`src/rtl/fp_add_pkg.sv`:
```
// Shared widths for the single-precision adder mantissa datapath.
package fp_add_pkg;
    localparam int FRAC_W = 24;
    localparam int EXP_W  = 8;
endpackage

```
`src/rtl/fp_cla_adder.sv`:
```
// Carry-lookahead adder. Carries are generated in 4-bit lookahead groups, and each group passes its carry to the next.
module fp_cla_adder #(
    parameter int W = 25
) (
    input  logic [W-1:0] a,
    input  logic [W-1:0] b,
    input  logic         cin,
    output logic [W-1:0] sum
);
    localparam int NG = (W + 3) / 4;

    logic [W-1:0]  p;
    logic [W-1:0]  carry;
    logic [W-2:0]  g;
    logic [NG-1:0] gc;

    assign p     = a ^ b;
    assign g     = a[W-2:0] & b[W-2:0];
    assign gc[0] = cin;

    generate
        for (genvar gi = 0; gi < NG; gi++) begin : g_grp
            localparam int B = gi * 4;
            assign carry[B] = gc[gi];
            if (B + 1 < W) begin : g_c1
                assign carry[B+1] = g[B] | (p[B] & gc[gi]);
            end
            if (B + 2 < W) begin : g_c2
                assign carry[B+2] = g[B+1] | (p[B+1] & g[B]) | (p[B+1] & p[B] & gc[gi]);
            end
            if (B + 3 < W) begin : g_c3
                assign carry[B+3] = g[B+2] | (p[B+2] & g[B+1]) | (p[B+2] & p[B+1] & g[B])
                                  | (p[B+2] & p[B+1] & p[B] & gc[gi]);
            end
            // Only full groups feed a following group, so the MSB generate is never needed.
            if (gi < NG - 1) begin : g_gc
                assign gc[gi+1] = g[B+3] | (p[B+3] & g[B+2]) | (p[B+3] & p[B+2] & g[B+1])
                                | (p[B+3] & p[B+2] & p[B+1] & g[B])
                                | ((&p[B+3:B]) & gc[gi]);
            end
        end
    endgenerate

    assign sum = p ^ carry;
endmodule

```
`src/rtl/fp_add_align_core.sv`:
```
// Mantissa align and add/subtract stage. It produces an unnormalised magnitude and the result sign after one register.
module fp_add_align_core
    import fp_add_pkg::*;
#(
    parameter int FRAC_W  = fp_add_pkg::FRAC_W,
    parameter int EXP_W   = fp_add_pkg::EXP_W,
    parameter int USE_CLA = 0
) (
    input  logic              clk,
    input  logic              rst,
    input  logic              in_valid,
    input  logic [EXP_W-1:0]  diff_exp,
    input  logic              sign_exp,
    input  logic [FRAC_W-1:0] fraction_a,
    input  logic [FRAC_W-1:0] fraction_b,
    input  logic              sign_a,
    input  logic              sign_b,
    input  logic              symbol,
    output logic              out_valid,
    output logic [FRAC_W:0]   out,
    output logic              sign_out
);
    logic              sb;
    logic              eff_sub;
    logic              a_gt_b;
    logic              a_eq_b;
    logic [FRAC_W-1:0] shift_src;
    logic [FRAC_W-1:0] shifted;
    logic [FRAC_W-1:0] m_a;
    logic [FRAC_W-1:0] m_b;
    logic [FRAC_W-1:0] op_x;
    logic [FRAC_W-1:0] op_y;
    logic [FRAC_W:0]   add_x;
    logic [FRAC_W:0]   add_y;
    logic [FRAC_W:0]   sum;
    logic              sign_next;

    logic              out_valid_reg;
    logic [FRAC_W:0]   out_reg;
    logic              sign_reg;

    assign sb        = sign_b ^ symbol;
    assign eff_sub   = sign_a ^ sb;
    assign shift_src = sign_exp ? fraction_a : fraction_b;
    assign shifted   = (diff_exp >= EXP_W'(FRAC_W)) ? '0 : (shift_src >> diff_exp);
    assign m_a       = sign_exp ? shifted : fraction_a;
    assign m_b       = sign_exp ? fraction_b : shifted;
    assign a_gt_b    = m_a > m_b;
    assign a_eq_b    = m_a == m_b;

    // On the subtract path the larger magnitude is always the minuend, so the difference never goes negative.
    assign op_x  = (eff_sub && !a_gt_b) ? m_b : m_a;
    assign op_y  = (eff_sub && !a_gt_b) ? m_a : m_b;
    assign add_x = {1'b0, op_x};
    assign add_y = eff_sub ? ~{1'b0, op_y} : {1'b0, op_y};

    generate
        if (USE_CLA != 0) begin : g_cla
            fp_cla_adder #(.W(FRAC_W + 1)) u_adder (
                .a   (add_x),
                .b   (add_y),
                .cin (eff_sub),
                .sum (sum)
            );
        end else begin : g_ripple
            assign sum = add_x + add_y + {{FRAC_W{1'b0}}, eff_sub};
        end
    endgenerate

    always_comb begin
        sign_next = sign_a;
        if (eff_sub) begin
            if (a_eq_b)
                sign_next = 1'b0;
            else if (a_gt_b)
                sign_next = sign_a;
            else
                sign_next = sb;
        end
    end

    always_ff @(posedge clk) begin
        if (rst) begin
            out_valid_reg <= 1'b0;
            out_reg       <= '0;
            sign_reg      <= 1'b0;
        end else begin
            out_valid_reg <= in_valid;
            if (in_valid) begin
                out_reg  <= sum;
                sign_reg <= sign_next;
            end
        end
    end

    assign out_valid = out_valid_reg;
    assign out       = out_reg;
    assign sign_out  = sign_reg;
endmodule

```
`config.mk`:
```
export PLATFORM = sky130hd
export DESIGN_NAME = fp_add_align_core
export DESIGN_NICKNAME = d
export VERILOG_FILES = /design/src/rtl/fp_add_pkg.sv /design/src/rtl/fp_cla_adder.sv /design/src/rtl/fp_add_align_core.sv
export SDC_FILE = /design/constraint.sdc
export NUM_CORES = 1
export LEC_CHECK = 0
export CAP_MARGIN = 10
export CORE_MARGIN = 2
export CORE_UTILIZATION = 53
export DETAILED_ROUTE_END_ITERATION = 16
export GPL_TIMING_DRIVEN = 0
export PLACE_DENSITY_LB_ADDON = 0.2
export SKIP_LAST_GASP = 1
export SLEW_MARGIN = 20
export SYNTH_ARGS = -nofsm -noshare
export SYNTH_HDL_FRONTEND = slang
export SYNTH_SLANG_ARGS = --single-unit
```
`constraint.sdc`:
```
create_clock -name clk -period 21.3 [get_ports clk]
set_clock_uncertainty 0.2 [all_clocks]
set_input_delay 3.195 -clock clk [delete_from_list [all_inputs] [get_ports clk]]
set_output_delay 3.195 -clock clk [all_outputs]
set_load 0.05 [all_outputs]
```
# ---- Yosys cells after proc, flatten, opt, wreduce, memory -nomap -nowiden
# Index checks and enable logic that the tools add are counted.
dict set report totals {
  reg_bits 27
  latch_bits 0
  mem_bits_rw 0
  romBits 0
  output_inout_bits 27
  memories 0
}
dict set report op_classes {
  n_addsub 2
  n_mul 0
  div_mod_pow 0
  n_lt_le_gt_ge 2
  n_eq_ne 1
  n_shift 1
  muxes 10
  bitwise 3
  reduce_logical 2
}
# op n
set ops {}
lappend ops {{$mux 24} 6}
lappend ops {{$add 24x25->25} 1}
lappend ops {{$add 25x1->25} 1}
lappend ops {{$mux 25} 1}
lappend ops {{$not 24->25} 1}
lappend ops {{$eq 24x24->1} 1}
lappend ops {{$gt 24x24->1} 1}
lappend ops {{$shr 24x8->24} 1}
lappend ops {{$ge 8x5->1 const B} 1}
lappend ops {{$mux 1} 3}
lappend ops {{$xor 1x1->1} 2}
lappend ops {{$logic_and 1x1->1} 1}
lappend ops {{$logic_not 1->1} 1}

# ---- Longest topological paths before layout
dict set report depth {
  depth_word 12
  mapped_depth 39
  depth_no_buf 33
}

# ---- Worst setup path after synthesis
# No wires, ideal clock.
dict set report synth_path {
  path_kind {input -> register}
  from {in sign_exp}
  to {reg out_reg[18] (netlist: out[18])}
  arrival_time_ps 10140
  t_required_ps 20980
  slack_ps 10841
  stages 34
  path_cell_list {buf_6 > buf_6 > buf_2 > buf_4 > mux2i_1 > or4_1 > o21ai_0 > inv_1 > a211o_1 > a21oi_1 > mux2i_1 > ha_1 > nand3_1 > a21boi_0 > o311ai_0 > a21oi_1 > or2_2 > buf_4 > nor2_1 > clkbuf_1 > a21oi_1 > fa_1 > a21o_1 > a21o_1 > a21o_1 > a21o_1 > a21oi_1 > o21a_1 > o211ai_1 > a21oi_1 > o21bai_1 > a41oi_1 > nor4b_1 > a211o_1}
}
dict set report synth_between {
  elab_chain_cells 12
  elab_cells_between_ends 14
  classes_between {add/sub: 2; order compare: 1; shift: 1; mux: 7; bitwise: 1; reduce/logical: 2}
}
# item line
set synth_lines {}
lappend synth_lines {{from (decl)} fp_add_align_core.sv:13} ;# input logic sign_exp,
lappend synth_lines {{$mux 24} fp_add_align_core.sv:44} ;# assign shift_src = sign_exp ? fraction_a : fraction_b;
lappend synth_lines {{$shr 24x8->24} fp_add_align_core.sv:45} ;# assign shifted = (diff_exp >= EXP_W'(FRAC_W)) ? '0 : (shift_src >> diff_exp);
lappend synth_lines {{$mux 24} fp_add_align_core.sv:45}
lappend synth_lines {{$mux 24, on equally long branches} {fp_add_align_core.sv:46, fp_add_align_core.sv:47}}
lappend synth_lines {{$gt 24x24->1} fp_add_align_core.sv:48} ;# assign a_gt_b = m_a > m_b;
lappend synth_lines {{$logic_not 1->1} {fp_add_align_core.sv:52, fp_add_align_core.sv:53}}
lappend synth_lines {{$logic_and 1x1->1} {fp_add_align_core.sv:52, fp_add_align_core.sv:53}}
lappend synth_lines {{$mux 24} fp_add_align_core.sv:53} ;# assign op_y = (eff_sub && !a_gt_b) ? m_a : m_b;
lappend synth_lines {{$not 24->25} fp_add_align_core.sv:55} ;# assign add_y = eff_sub ? ~{1'b0, op_y} : {1'b0, op_y};
lappend synth_lines {{$mux 25} fp_add_align_core.sv:55}
lappend synth_lines {{$add 24x25->25 (*)} fp_add_align_core.sv:66} ;# assign sum = add_x + add_y + {{FRAC_W{1'b0}}, eff_sub};
lappend synth_lines {{$add 25x1->25 (*)} fp_add_align_core.sv:66}
lappend synth_lines {{to (signal assigned)} fp_add_align_core.sv:90} ;# out_reg <= sum;
lappend synth_lines {{to (decl)} fp_add_align_core.sv:39} ;# logic [FRAC_W:0] out_reg;
# Every way passes the cells marked *; elsewhere a longest branch is shown, timed or not.
# A chain may end at the register's enable or synchronous reset.

# ---- Final worst setup path
dict set report layout_path {
  from {in sign_exp}
  to {reg out_reg[24] (netlist: out[24])}
}
# The elaborated chain is that of the path after synthesis.

==> Implementation_results.wiki <==
{| class="wikitable"
! Metric !! Value
|-
| Post-CTS Repair Setup Buffers || 0
|-
| Endpoint of the worst register-to-register path || out[16]
|-
| Cell count along the critical path || 38
|-
| Ranking of synthesized cells by area || mux2i_1 (16%), ha_1 (10%), dfxtp_1 (9.2%), a21oi_1 (7.4%), mux4_2 (6.5%)
|-
| Count leader, synth || mux2i_1
|-
| DRC violations left || 0
|-
| Number of flip-flops in the largest register || 25
|-
| Crit path arrival time || 12590 ps
|-
| WS Path Type || in -> reg
|-
| Number of cells on the worst reg-to-reg path || 2
|-
| Worst path top cell family by delay || compound AO/OA/AOI/OAI gates
|-
| Maximum level of the CTS H-tree || 1
|-
| Total of fill cells in the finished design || 930
|-
| Synthesized Nets || 886
|-
| Startpoint type of the worst setup path || primary input
|-
| Critical path endpoint || out[24]
|-
| Proportion of netlist area held by the largest area contributor || 16.1%
|-
| Total number of clock tree sinks || 27
|-
| Routed len/inst || 21.2 um
|-
| Sequential cell area fraction in the yosys report || 9.15%
|-
| Final-layout setup total negative slack || 0 ps
|-
| Synthesized instance count || 775
|-
| Input/output buffers || 86
|-
| Final critical-path required period || 12620 ps
|-
| Cell Rows || 38
|-
| Total standard cell area after synthesis || 0.00590 sq mm
|-
| Worst flop-to-flop path startpoint || out[16]
|-
| Total number of yosys warnings || 0
|-
| Global route overflow || 0
|-
| Fraction of layout instances using a drive strength above 1 || 7.28%
|-
| Routed vias/inst || 6.50
|-
| Fraction of registers with async set/reset || 0%
|-
| Total number of vias || 6528
|-
| Number of failing hold endpoints at the final stage || 0
|-
| Maximum fanout count along the critical path || 10
|-
| Dominant cell type by area after synthesis || mux2i_1
|-
| Cell area after placement || 0.00694 sq mm
|-
| Final RePlAce weighted congestion || 0.980
|-
| First-pass GRT wire length || 32500 um
|-
| Dominant register cell in the synthesized netlist || dfxtp_1
|-
| Highest-delay cell along the critical path || nor2_1
|-
| Count of final setup violators || 0
|-
| Die Outline Area || 0.0120 sq mm
|-
| Number of DRC markers after the initial detailed-route iteration || 481
|-
| Max VDD drop || 0.0000982 V
|-
| Final-stage net count || 977
|-
| Timing startpoint of the critical path || sign_exp
|-
| Post-synth EDFFs || 0
|-
| Via count of the first global-routing pass || 6323
|-
| Count of cells along the worst hold path || 2
|-
| Slowest cell delay on critical path || 640 ps
|-
| Buffers plus inverters on the worst setup path || 8
|-
| Worst rel slew slack || 35.1%
|-
| Post-route antenna net violation count || 0
|-
| Critical path data required time || 21280 ps
|-
| ANT cells || 0
|-
| Clk Latency, worst-skew pair || 280 ps
|-
| Maximum clock insertion buffer count || 2
|-
| Peak clock frequency supported by timing || 79.3 MHz
|-
| Static leakage || 0.00306 uW
|-
| Final wirelength || 21300 um
|-
| Core area || 0.0108 sq mm
|-
| Max-slew violations || 0
|-
| Clock transition at the registers of the reported paths || 80 ps
|-
| Measured slew at the worst slew-check pin || 967 ps
|-
| Clock buffers created by TritonCTS || 3
|-
| Vertical die dimension || 110 um
|-
| Overall Power || 406 uW
|-
| Outcome || finished clean
|-
| FF-to-FF setup slack || 20250 ps
|-
| Most used cell, CP || a21oi_1
|-
| Cell area after layout || 0.00699 sq mm
|-
| Top post-synthesis cells by count || mux2i_1 (95), a21oi_1 (87), nor2_1 (74), nand2_1 (51), ha_1 (47)
|-
| Area added between synthesis and finish || 18.3%
|-
| Number of max-capacitance violations reported || 0
|-
| Avg Synthesized Cell Area || 7.62 sq um
|-
| Post-detail-place hpwl || 17400 um
|-
| Number of top-level pins || 90
|-
| Final Cycle Share || 59.2%
|-
| Pwr/cell area || 58.1 mW/mm^2
|-
| Class of the tightest hold or removal check || reg -> reg
|-
| Buffer type at the clock tree root || clkbuf_8
|-
| Unrepaired setup endpoints after global routing || false
|-
| Die X-Extent || 110 um
|-
| Initial cell density of the core || 54.5%
|-
| Number of distinct library cells after synthesis || 71
|-
| Clock tree from TritonCTS || done
|-
| Nature of the critical path endpoint || flop
|-
| Global-route usage over all layers || 34.9%
|-
| Number of instances resized during post-cts repair || 0
|-
| Pin count of the biggest net entering global routing || 15
|-
| 1st-pass router iterations || 6
|-
| Initial antenna violation count || 0
|-
| Hold-fix buffers, CTS || 0
|-
| Synthesized flop and latch total || 27
|}
-- layout make-up --
class                   instances  area, sq um  area share, %
plain buffers                  57          280           4.01
clock buffers                   4         45.0          0.645
inverters                      39          146           2.10
multi-input cells             652         4940           70.7
flip-flops and latches         27          541           7.74
well taps                     140          175           2.51
repair buffers                 86          861           12.3
-- worst min-delay path: cells and delay by family, from the launching register on --
kind            cells  cell delay, ps
compound gates      1              70
flops               1             320
simple gates        1              60
-- through the flow --
step / utilization, % / setup slack [ps] / hold slack [ps] / cells
final: 64.4 / 8680 / 300 / 1005
after global routing: 64.4 / 8250 / 316 / 1005
after CTS: 64.4 / 8900 / 299 / 1005
after detailed placement: 64.0 / 8660 / 269 / 1001
after global placement: 64.0 / 8740 / 257 / 1001
after floorplan: - / 10840 / 491 / 775
-- logic make-up after synthesis --
family / after synthesis / synth area share (%)
AOI/OAI and AO/OA: 221 / 24.5
muxes: 126 / 26.3
xor gates and xnor gates: 17 / 2.52
DFF: 27 / 9.15
buffers and inverters: 96 / 7.23
and+or+nand+nor: 240 / 20.0
adders and majority gates: 48 / 10.3
-- where the power goes --
group,switching (uW),leakage (uW),internal [uW],total [uW]
Clock,14.8,0.0000228,13.4,28.3
Sequential,6.94,0.000223,62.1,69.1
Combinational,186,0.00282,122,308
Total,208,0.00306,198,406
-- worst min path at each step --
| stage | endpoint | from |
|---|---|---|
| 4_1_cts | out[22] | out[22] |
| 5_1_grt | out[22] | out[22] |
| 3_5_place_dp | out[15] | out[15] |
| 2_1_floorplan | out[15] | out[15] |
| 6_report | out[22] | out[22] |
| 3_3_place_gp | out[15] | out[15] |
-- cells in the final DEF, fill, tap and decap left out, drive strengths merged, types with 6 or more instances in the layout --
cell / count
mux2i: 95
a21oi: 87
clkdlybuf4s50: 86
nor2: 74
nand2: 52
ha: 47
clkbuf: 39
inv: 38
o21ai: 31
nor3: 27
dfxtp: 27
a211oi: 23
buf: 22
mux4: 21
nand3: 20
nand2b: 13
a21o: 13
xnor2: 11
and3: 10
mux2: 10
or3: 9
o211ai: 9
o211a: 8
o21bai: 7
o31ai: 7
nand4: 7
nor2b: 6
xor2: 6
-- routing by layer --
metal / vias to the layer above / wire, um / part of all wire [%] / GRT usage (%)
met5: - / 0 / 0 / 0
met4: 0 / 1020 / 4.8 / 17.7
met3: 76 / 1430 / 6.7 / 3.08
met2: 375 / 10500 / 49 / 62.3
met1: 2997 / 8350 / 39 / 41.5
li1: 3080 / - / - / -
Note: power is estimated with default switching activity, not from simulation.
